## config.mk

```make
export PLATFORM = sky130hd
export DESIGN_NAME = mult_share_arb
export DESIGN_NICKNAME = d
export VERILOG_FILES = /design/src/rtl/mult_share_arb.sv
export SDC_FILE = /design/constraint.sdc
export NUM_CORES = 1
export LEC_CHECK = 0
export BUFFER_PORTS_ARGS = -buffer_cell sky130_fd_sc_hd__buf_2
export CORE_ASPECT_RATIO = 1.1
export CORE_MARGIN = 10
export CORE_UTILIZATION = 35
export DETAILED_ROUTE_END_ITERATION = 8
export PLACE_DENSITY_LB_ADDON = 0.05
export RECOVER_POWER = 25
export SLEW_MARGIN = 10
export SYNTH_ARGS = -nofsm -noshare
export SYNTH_HDL_FRONTEND = slang
export SYNTH_SLANG_ARGS = --single-unit
```

## constraint.sdc

```tcl
create_clock -name clk -period 3.1 [get_ports clk]
set_input_delay 0.62 -clock clk [delete_from_list [all_inputs] [get_ports clk]]
set_output_delay 0.62 -clock clk [all_outputs]
set_load 0.1 [all_outputs]
```

## src/rtl/mult_share_arb.sv

```systemverilog
// mult_share_arb: two requesters share one 4x4 unsigned array multiplier.
// Round-robin arbitration, valid/ready on both sides, registered tagged result.
// Optional grant statistics counters enabled by macro MULT_ARB_STATS_EN.
module mult_share_arb #(
  parameter int unsigned W   = 4,
  parameter int unsigned LAT = 2
) (
  input  logic           clk,
  input  logic           rst_n,
  input  logic           req0_valid,
  input  logic [W-1:0]   req0_x,
  input  logic [W-1:0]   req0_y,
  output logic           req0_ready,
  input  logic           req1_valid,
  input  logic [W-1:0]   req1_x,
  input  logic [W-1:0]   req1_y,
  output logic           req1_ready,
  output logic           res_valid,
  output logic [2*W-1:0] res_z,
  output logic           res_id,
  input  logic           res_ready,
`ifdef MULT_ARB_STATS_EN
  output logic [7:0]     gnt_cnt0,
  output logic [7:0]     gnt_cnt1,
`endif
  output logic           busy
);

  localparam int unsigned PW   = 2 * W;
  localparam int unsigned CntW = 3;

  typedef enum logic [1:0] {StIdle, StBusy, StDone} state_e;

  state_e          state_q, state_d;
  logic [CntW-1:0] cnt_q, cnt_d;
  logic [W-1:0]    x_q, x_d, y_q, y_d;
  logic            id_q, id_d;
  // 1: req1 wins a tie (req0 was granted last)
  logic            rr_q, rr_d;
  logic            res_valid_q, res_valid_d;
  logic [PW-1:0]   res_z_q, res_z_d;
  logic            res_id_q, res_id_d;
  logic [PW-1:0]   prod;
  logic            gnt0, gnt1;

  // Array multiplier: sum of shifted partial products from the captured operands only
  always_comb begin
    prod = '0;
    for (int i = 0; i < W; i++) begin
      if (y_q[i]) prod = prod + (PW'(x_q) << i);
    end
  end

  // Round-robin grant, only offered while idle
  always_comb begin
    gnt0 = (state_q == StIdle) && req0_valid && (!req1_valid || !rr_q);
    gnt1 = (state_q == StIdle) && req1_valid && (!req0_valid || rr_q);
  end

  // Next-state and datapath register updates
  always_comb begin
    state_d     = state_q;
    cnt_d       = cnt_q;
    x_d         = x_q;
    y_d         = y_q;
    id_d        = id_q;
    rr_d        = rr_q;
    res_valid_d = res_valid_q;
    res_z_d     = res_z_q;
    res_id_d    = res_id_q;
    unique case (state_q)
      StIdle: begin
        if (gnt0 || gnt1) begin
          x_d     = gnt1 ? req1_x : req0_x;
          y_d     = gnt1 ? req1_y : req0_y;
          id_d    = gnt1;
          rr_d    = gnt0;
          cnt_d   = CntW'(LAT - 1);
          state_d = StBusy;
        end
      end
      StBusy: begin
        if (cnt_q == '0) begin
          res_z_d     = prod;
          res_id_d    = id_q;
          res_valid_d = 1'b1;
          state_d     = StDone;
        end else begin
          cnt_d = cnt_q - 1'b1;
        end
      end
      StDone: begin
        if (res_ready) begin
          res_valid_d = 1'b0;
          state_d     = StIdle;
        end
      end
      default: state_d = StIdle;
    endcase
  end

  // State and datapath registers
  always_ff @(posedge clk or negedge rst_n) begin
    if (!rst_n) begin
      state_q     <= StIdle;
      cnt_q       <= '0;
      x_q         <= '0;
      y_q         <= '0;
      id_q        <= 1'b0;
      rr_q        <= 1'b0;
      res_valid_q <= 1'b0;
      res_z_q     <= '0;
      res_id_q    <= 1'b0;
    end else begin
      state_q     <= state_d;
      cnt_q       <= cnt_d;
      x_q         <= x_d;
      y_q         <= y_d;
      id_q        <= id_d;
      rr_q        <= rr_d;
      res_valid_q <= res_valid_d;
      res_z_q     <= res_z_d;
      res_id_q    <= res_id_d;
    end
  end

  assign req0_ready = gnt0;
  assign req1_ready = gnt1;
  assign res_valid  = res_valid_q;
  assign res_z      = res_z_q;
  assign res_id     = res_id_q;
  assign busy       = (state_q != StIdle);

`ifdef MULT_ARB_STATS_EN
  logic [7:0] gnt_cnt0_q, gnt_cnt0_d, gnt_cnt1_q, gnt_cnt1_d;

  // Saturating per-requester grant counters
  always_comb begin
    gnt_cnt0_d = gnt_cnt0_q;
    gnt_cnt1_d = gnt_cnt1_q;
    if (gnt0 && (gnt_cnt0_q != 8'hFF)) gnt_cnt0_d = gnt_cnt0_q + 8'd1;
    if (gnt1 && (gnt_cnt1_q != 8'hFF)) gnt_cnt1_d = gnt_cnt1_q + 8'd1;
  end

  // Grant counter registers
  always_ff @(posedge clk or negedge rst_n) begin
    if (!rst_n) begin
      gnt_cnt0_q <= '0;
      gnt_cnt1_q <= '0;
    end else begin
      gnt_cnt0_q <= gnt_cnt0_d;
      gnt_cnt1_q <= gnt_cnt1_d;
    end
  end

  assign gnt_cnt0 = gnt_cnt0_q;
  assign gnt_cnt1 = gnt_cnt1_q;
`endif

endmodule

```

==> qor.tcl <==
set qor(failing_checks) {setup timing}
set qor(hold_start) {res_z[0]$_DFFE_PN0P_}
set qor(timing_worst_setup_path_type) {reg2reg}
set qor(route.vias.total) 1473
set qor(postLayoutSetupSlackWorst_ns) -0.360
set qor(layout.filler_cells) 466
set qor(post_synth.cell_area_avg_um2) 9.26
set qor(synth.lib_cells_used.distinct) 36
set qor(mappedNetlistArea_mm2) 0.00165
set qor(synthToLayoutAreaGrowth_pct) 30.1
set qor(antenna_violating_nets_post_route) 0
set qor(post_drt_wl_per_cell_um) 14.6
set qor(outcome) {finished, violations left}
set qor(die-area_mm2) 0.00786
set qor(finalSetupViolations) 4
set qor(clkLatencyLatePin_ns) 0.28
set qor(rsz0062_at_grt) {yes}
set qor(post-dp-hpwl_um) 3310
set qor(cts-htree-levels) 1
set qor(postLayoutCellArea_mm2) 0.00214
set qor(layoutNonFillerInstCount) 292
set qor(seq_area_frac_synth) 0.380
set qor(yosysWarnings) 0
set qor(worst-endpoint-required_ns) 3.31
set qor(portBuffers) 33
set qor(hold_violations) 0
set qor(ff2ff_setup_slack_ns) -0.36
set qor(initial_utilization) 0.359
set qor(grt_start_max_net_pins) 26
set qor(floorplan.die.width_um) 85.4
set qor(ioPinCount) 34
set qor(max_root_sink_buffers) 2
set qor(cts.reportedPaths.clkPinSlew_ns) 0.10
set qor(sequential_cell_area_um2) 627
set qor(antenna_diode_instance_count) 0
set qor(grt_util_all_layers) 0.106
set qor(route.final.wire_length_um) 4270
set qor(worstMarginPinSlew_ns) 1.39
set qor(drive_above_1_share) 0.347
set qor(dpl-instance-area_mm2) 0.00203
set qor(layout.nets) 274
set qor(cp-start-kind) {flip-flop}
set qor(flop_and_latch_count_out_of_synthesis) 25
set qor(reg2reg_to) {res_z[4]$_DFFE_PN0P_}
set qor(viasPerCell) 5.04
set qor(drt_first_pass_iters) 3
set qor(period_minus_slack_ns) 3.46
set qor(final_gp_congestion) 0.789
set qor(worst_r2r_startpoint) {x_q[1]$_DFFE_PN0P_}
set qor(timing.final.crit_share) 1.12
set qor(critical_path_peak_fanout) 3
set qor(cap_violations) 0
set qor(cts_tree) {built}
set qor(placed_cells) 283
set qor(worst_setup_path_end_kind) {flip-flop}
set qor(cts_root_buf) {sky130_fd_sc_hd__clkbuf_8}
set qor(slew_violations) 0
set qor(area_of_the_multi_input_gates_um2) 991
set qor(fp.dieH_um) 92.0
set qor(min_delay_path_depth) 2
set qor(number_of_antenna_violations_at_the_first_check_in_global_routing) 0
set qor(hold_path_end) {res_z[0]$_DFFE_PN0P_}
set qor(hold_ws_ns) 0.491
set qor(finClkSkew_ns) 0.00437
set qor(r2r_cells) 15
set qor(hold_wc_path_type) {reg2reg}
set qor(maxSlewHeadroom) 0.0723
set qor(via_count_of_the_first_global_routing_pass) 1495
set qor(global_route_wire_length_before_repair_um) 6910
set qor(detail_route.iter0.violations) 46
set qor(core_region_area_mm2) 0.00459
set qor(fp-row-count) 26
set qor(synthCells) 178
set qor(drc_errors) 0
set qor(numCtsBuffers) 3
set qor(arrival_ns) 3.67
set qor(numClockSinks) 25
set qor(fmax_mhz) 289
set qor(grt_overflow) 0
set qor(post-place-ws_ns) -0.336
set qor(mappedNetlistNets) 215
[through the flow]
stage                      util  TNS [ns]
after CTS                 0.460     -1.16
final                     0.468     -1.20
after global placement    0.443    -0.929
after global routing      0.468     -1.70
after detailed placement  0.443     -1.22
after floorplan               -    -0.658
[worst max-delay path, cell delays in order (launching register included)]
cell and delay, ns:
sky130_fd_sc_hd__dfrtp_2 0.42, sky130_fd_sc_hd__and2_4 0.15, sky130_fd_sc_hd__ha_4 0.15, sky130_fd_sc_hd__inv_2 0.05, sky130_fd_sc_hd__fa_2 0.42, sky130_fd_sc_hd__mux2i_2 0.19
sky130_fd_sc_hd__ha_2 0.22, sky130_fd_sc_hd__inv_2 0.04, sky130_fd_sc_hd__fa_1 0.48, sky130_fd_sc_hd__nand2_1 0.08, sky130_fd_sc_hd__a21boi_2 0.17, sky130_fd_sc_hd__ha_2 0.19
sky130_fd_sc_hd__fa_2 0.52, sky130_fd_sc_hd__nand3b_1 0.10, sky130_fd_sc_hd__o21ai_1 0.07, sky130_fd_sc_hd__a31oi_1 0.14
[layout by cell type, fill, tap and decap left out, types with 2 or more instances in the layout]
cell type,count
sky130_fd_sc_hd__buf_4,26
sky130_fd_sc_hd__a21o_1,3
sky130_fd_sc_hd__o21ai_1,7
sky130_fd_sc_hd__nand2b_1,4
sky130_fd_sc_hd__a31oi_1,3
sky130_fd_sc_hd__o21ai_0,6
sky130_fd_sc_hd__a21oi_1,17
sky130_fd_sc_hd__nand3_2,2
sky130_fd_sc_hd__nor2_1,12
sky130_fd_sc_hd__ha_2,2
sky130_fd_sc_hd__ha_1,9
sky130_fd_sc_hd__mux2i_1,11
sky130_fd_sc_hd__and3_1,2
sky130_fd_sc_hd__nor2_2,2
sky130_fd_sc_hd__inv_2,2
sky130_fd_sc_hd__fa_2,2
sky130_fd_sc_hd__nand2_1,22
sky130_fd_sc_hd__inv_1,11
sky130_fd_sc_hd__nand3_1,7
sky130_fd_sc_hd__buf_2,32
sky130_fd_sc_hd__xnor2_1,3
sky130_fd_sc_hd__clkbuf_8,3
sky130_fd_sc_hd__dfrtp_1,24
sky130_fd_sc_hd__ha_4,2
[flip-flops by register name, indices dropped and copies added, names as in the netlist]
signal / flops
rr_q: 1
res_z: 8
id_q: 1
res_id: 1
y_q: 4
cnt_q: 3
x_q: 4
res_valid: 1
state_q: 2
[worst max-delay path by stage]
| stage | start | depth (start not counted) | slack (ns) | to |
|---|---|---|---|---|
| 2_1_floorplan | y_q[0]$_DFFE_PN0P_ | 15 | -0.21 | res_z[4]$_DFFE_PN0P_ |
| 3_3_place_gp | x_q[1]$_DFFE_PN0P_ | 15 | -0.28 | res_z[4]$_DFFE_PN0P_ |
| 3_5_place_dp | x_q[1]$_DFFE_PN0P_ | 15 | -0.34 | res_z[4]$_DFFE_PN0P_ |
| 4_1_cts | x_q[1]$_DFFE_PN0P_ | 15 | -0.36 | res_z[4]$_DFFE_PN0P_ |
| 5_1_grt | x_q[1]$_DFFE_PN0P_ | 15 | -0.50 | res_z[4]$_DFFE_PN0P_ |
| 6_report | x_q[1]$_DFFE_PN0P_ | 15 | -0.36 | res_z[4]$_DFFE_PN0P_ |
[repair_timing]
item,in CTS,in global routing
pin swaps,4,2
gates resized for setup,6,3
setup endpoints to repair,4,4
setup buffers,1,4
hold buffers,0,0
[synth_stat cells (all sizes together)]
cell type  instances  area, um^2
a21boi             1        7.51
a21o               3        22.5
a21oi             18        90.1
a22oi              1        7.51
a311oi             1        15.0
a31oi              3        18.8
and2               1        6.26
and3               2        12.5
and4bb             1        12.5
buf                4        32.5
clkbuf             1        3.75
dfrtp             25         626
fa                 3        60.1
ha                13         163
inv               13        48.8
mux2i             12         120
nand2             23        86.3
nand2b             4        25.0
nand3              9        55.1
nand3b             1        7.51
nand4bb            1        11.3
nor2              14        55.1
nor3               1        10.0
nor3b              1        7.51
nor4b              1        8.76
o2111ai            1        8.76
o211a              1        10.0
o21ai             13        65.1
o21bai             1        7.51
o311ai             1        8.76
or3b               1        8.76
xnor2              3        26.3
[cells by family (layout without fill, tap and decap cells)]
family | count (synthesis) | in the layout | share of synthesized area
and+or+nand+nor | 60 | 60 | 0.186
AOI/OAI and AO/OA | 44 | 44 | 0.159
DFF | 25 | 25 | 0.380
buffers and inverters | 18 | 76 | 0.0516
adders and majority gates | 16 | 16 | 0.135
muxes | 12 | 12 | 0.0729
xor gates and xnor gates | 3 | 3 | 0.0159
[layer usage]
metal  wire, um  vias to the layer above  GRT usage
met5          0                        -          0
met4         73                        0     0.0385
met3        229                        7     0.0336
met2       1990                       31      0.175
met1       1980                      695      0.126
li1           -                      740          -
[cell type report]
cell class	count	area share
Multi-Input combinational cell	135	0.462
Clock buffer	3	0.0193
Clock inverter	1	0.00350
Sequential cell	25	0.292
Timing Repair Buffer	59	0.167
Inverter	13	0.0228
Tap cell	56	0.0327
Power is left out: the tool's default activity adds up to more than one toggle a clock period on the data nets, which glitch-free logic cannot reach.
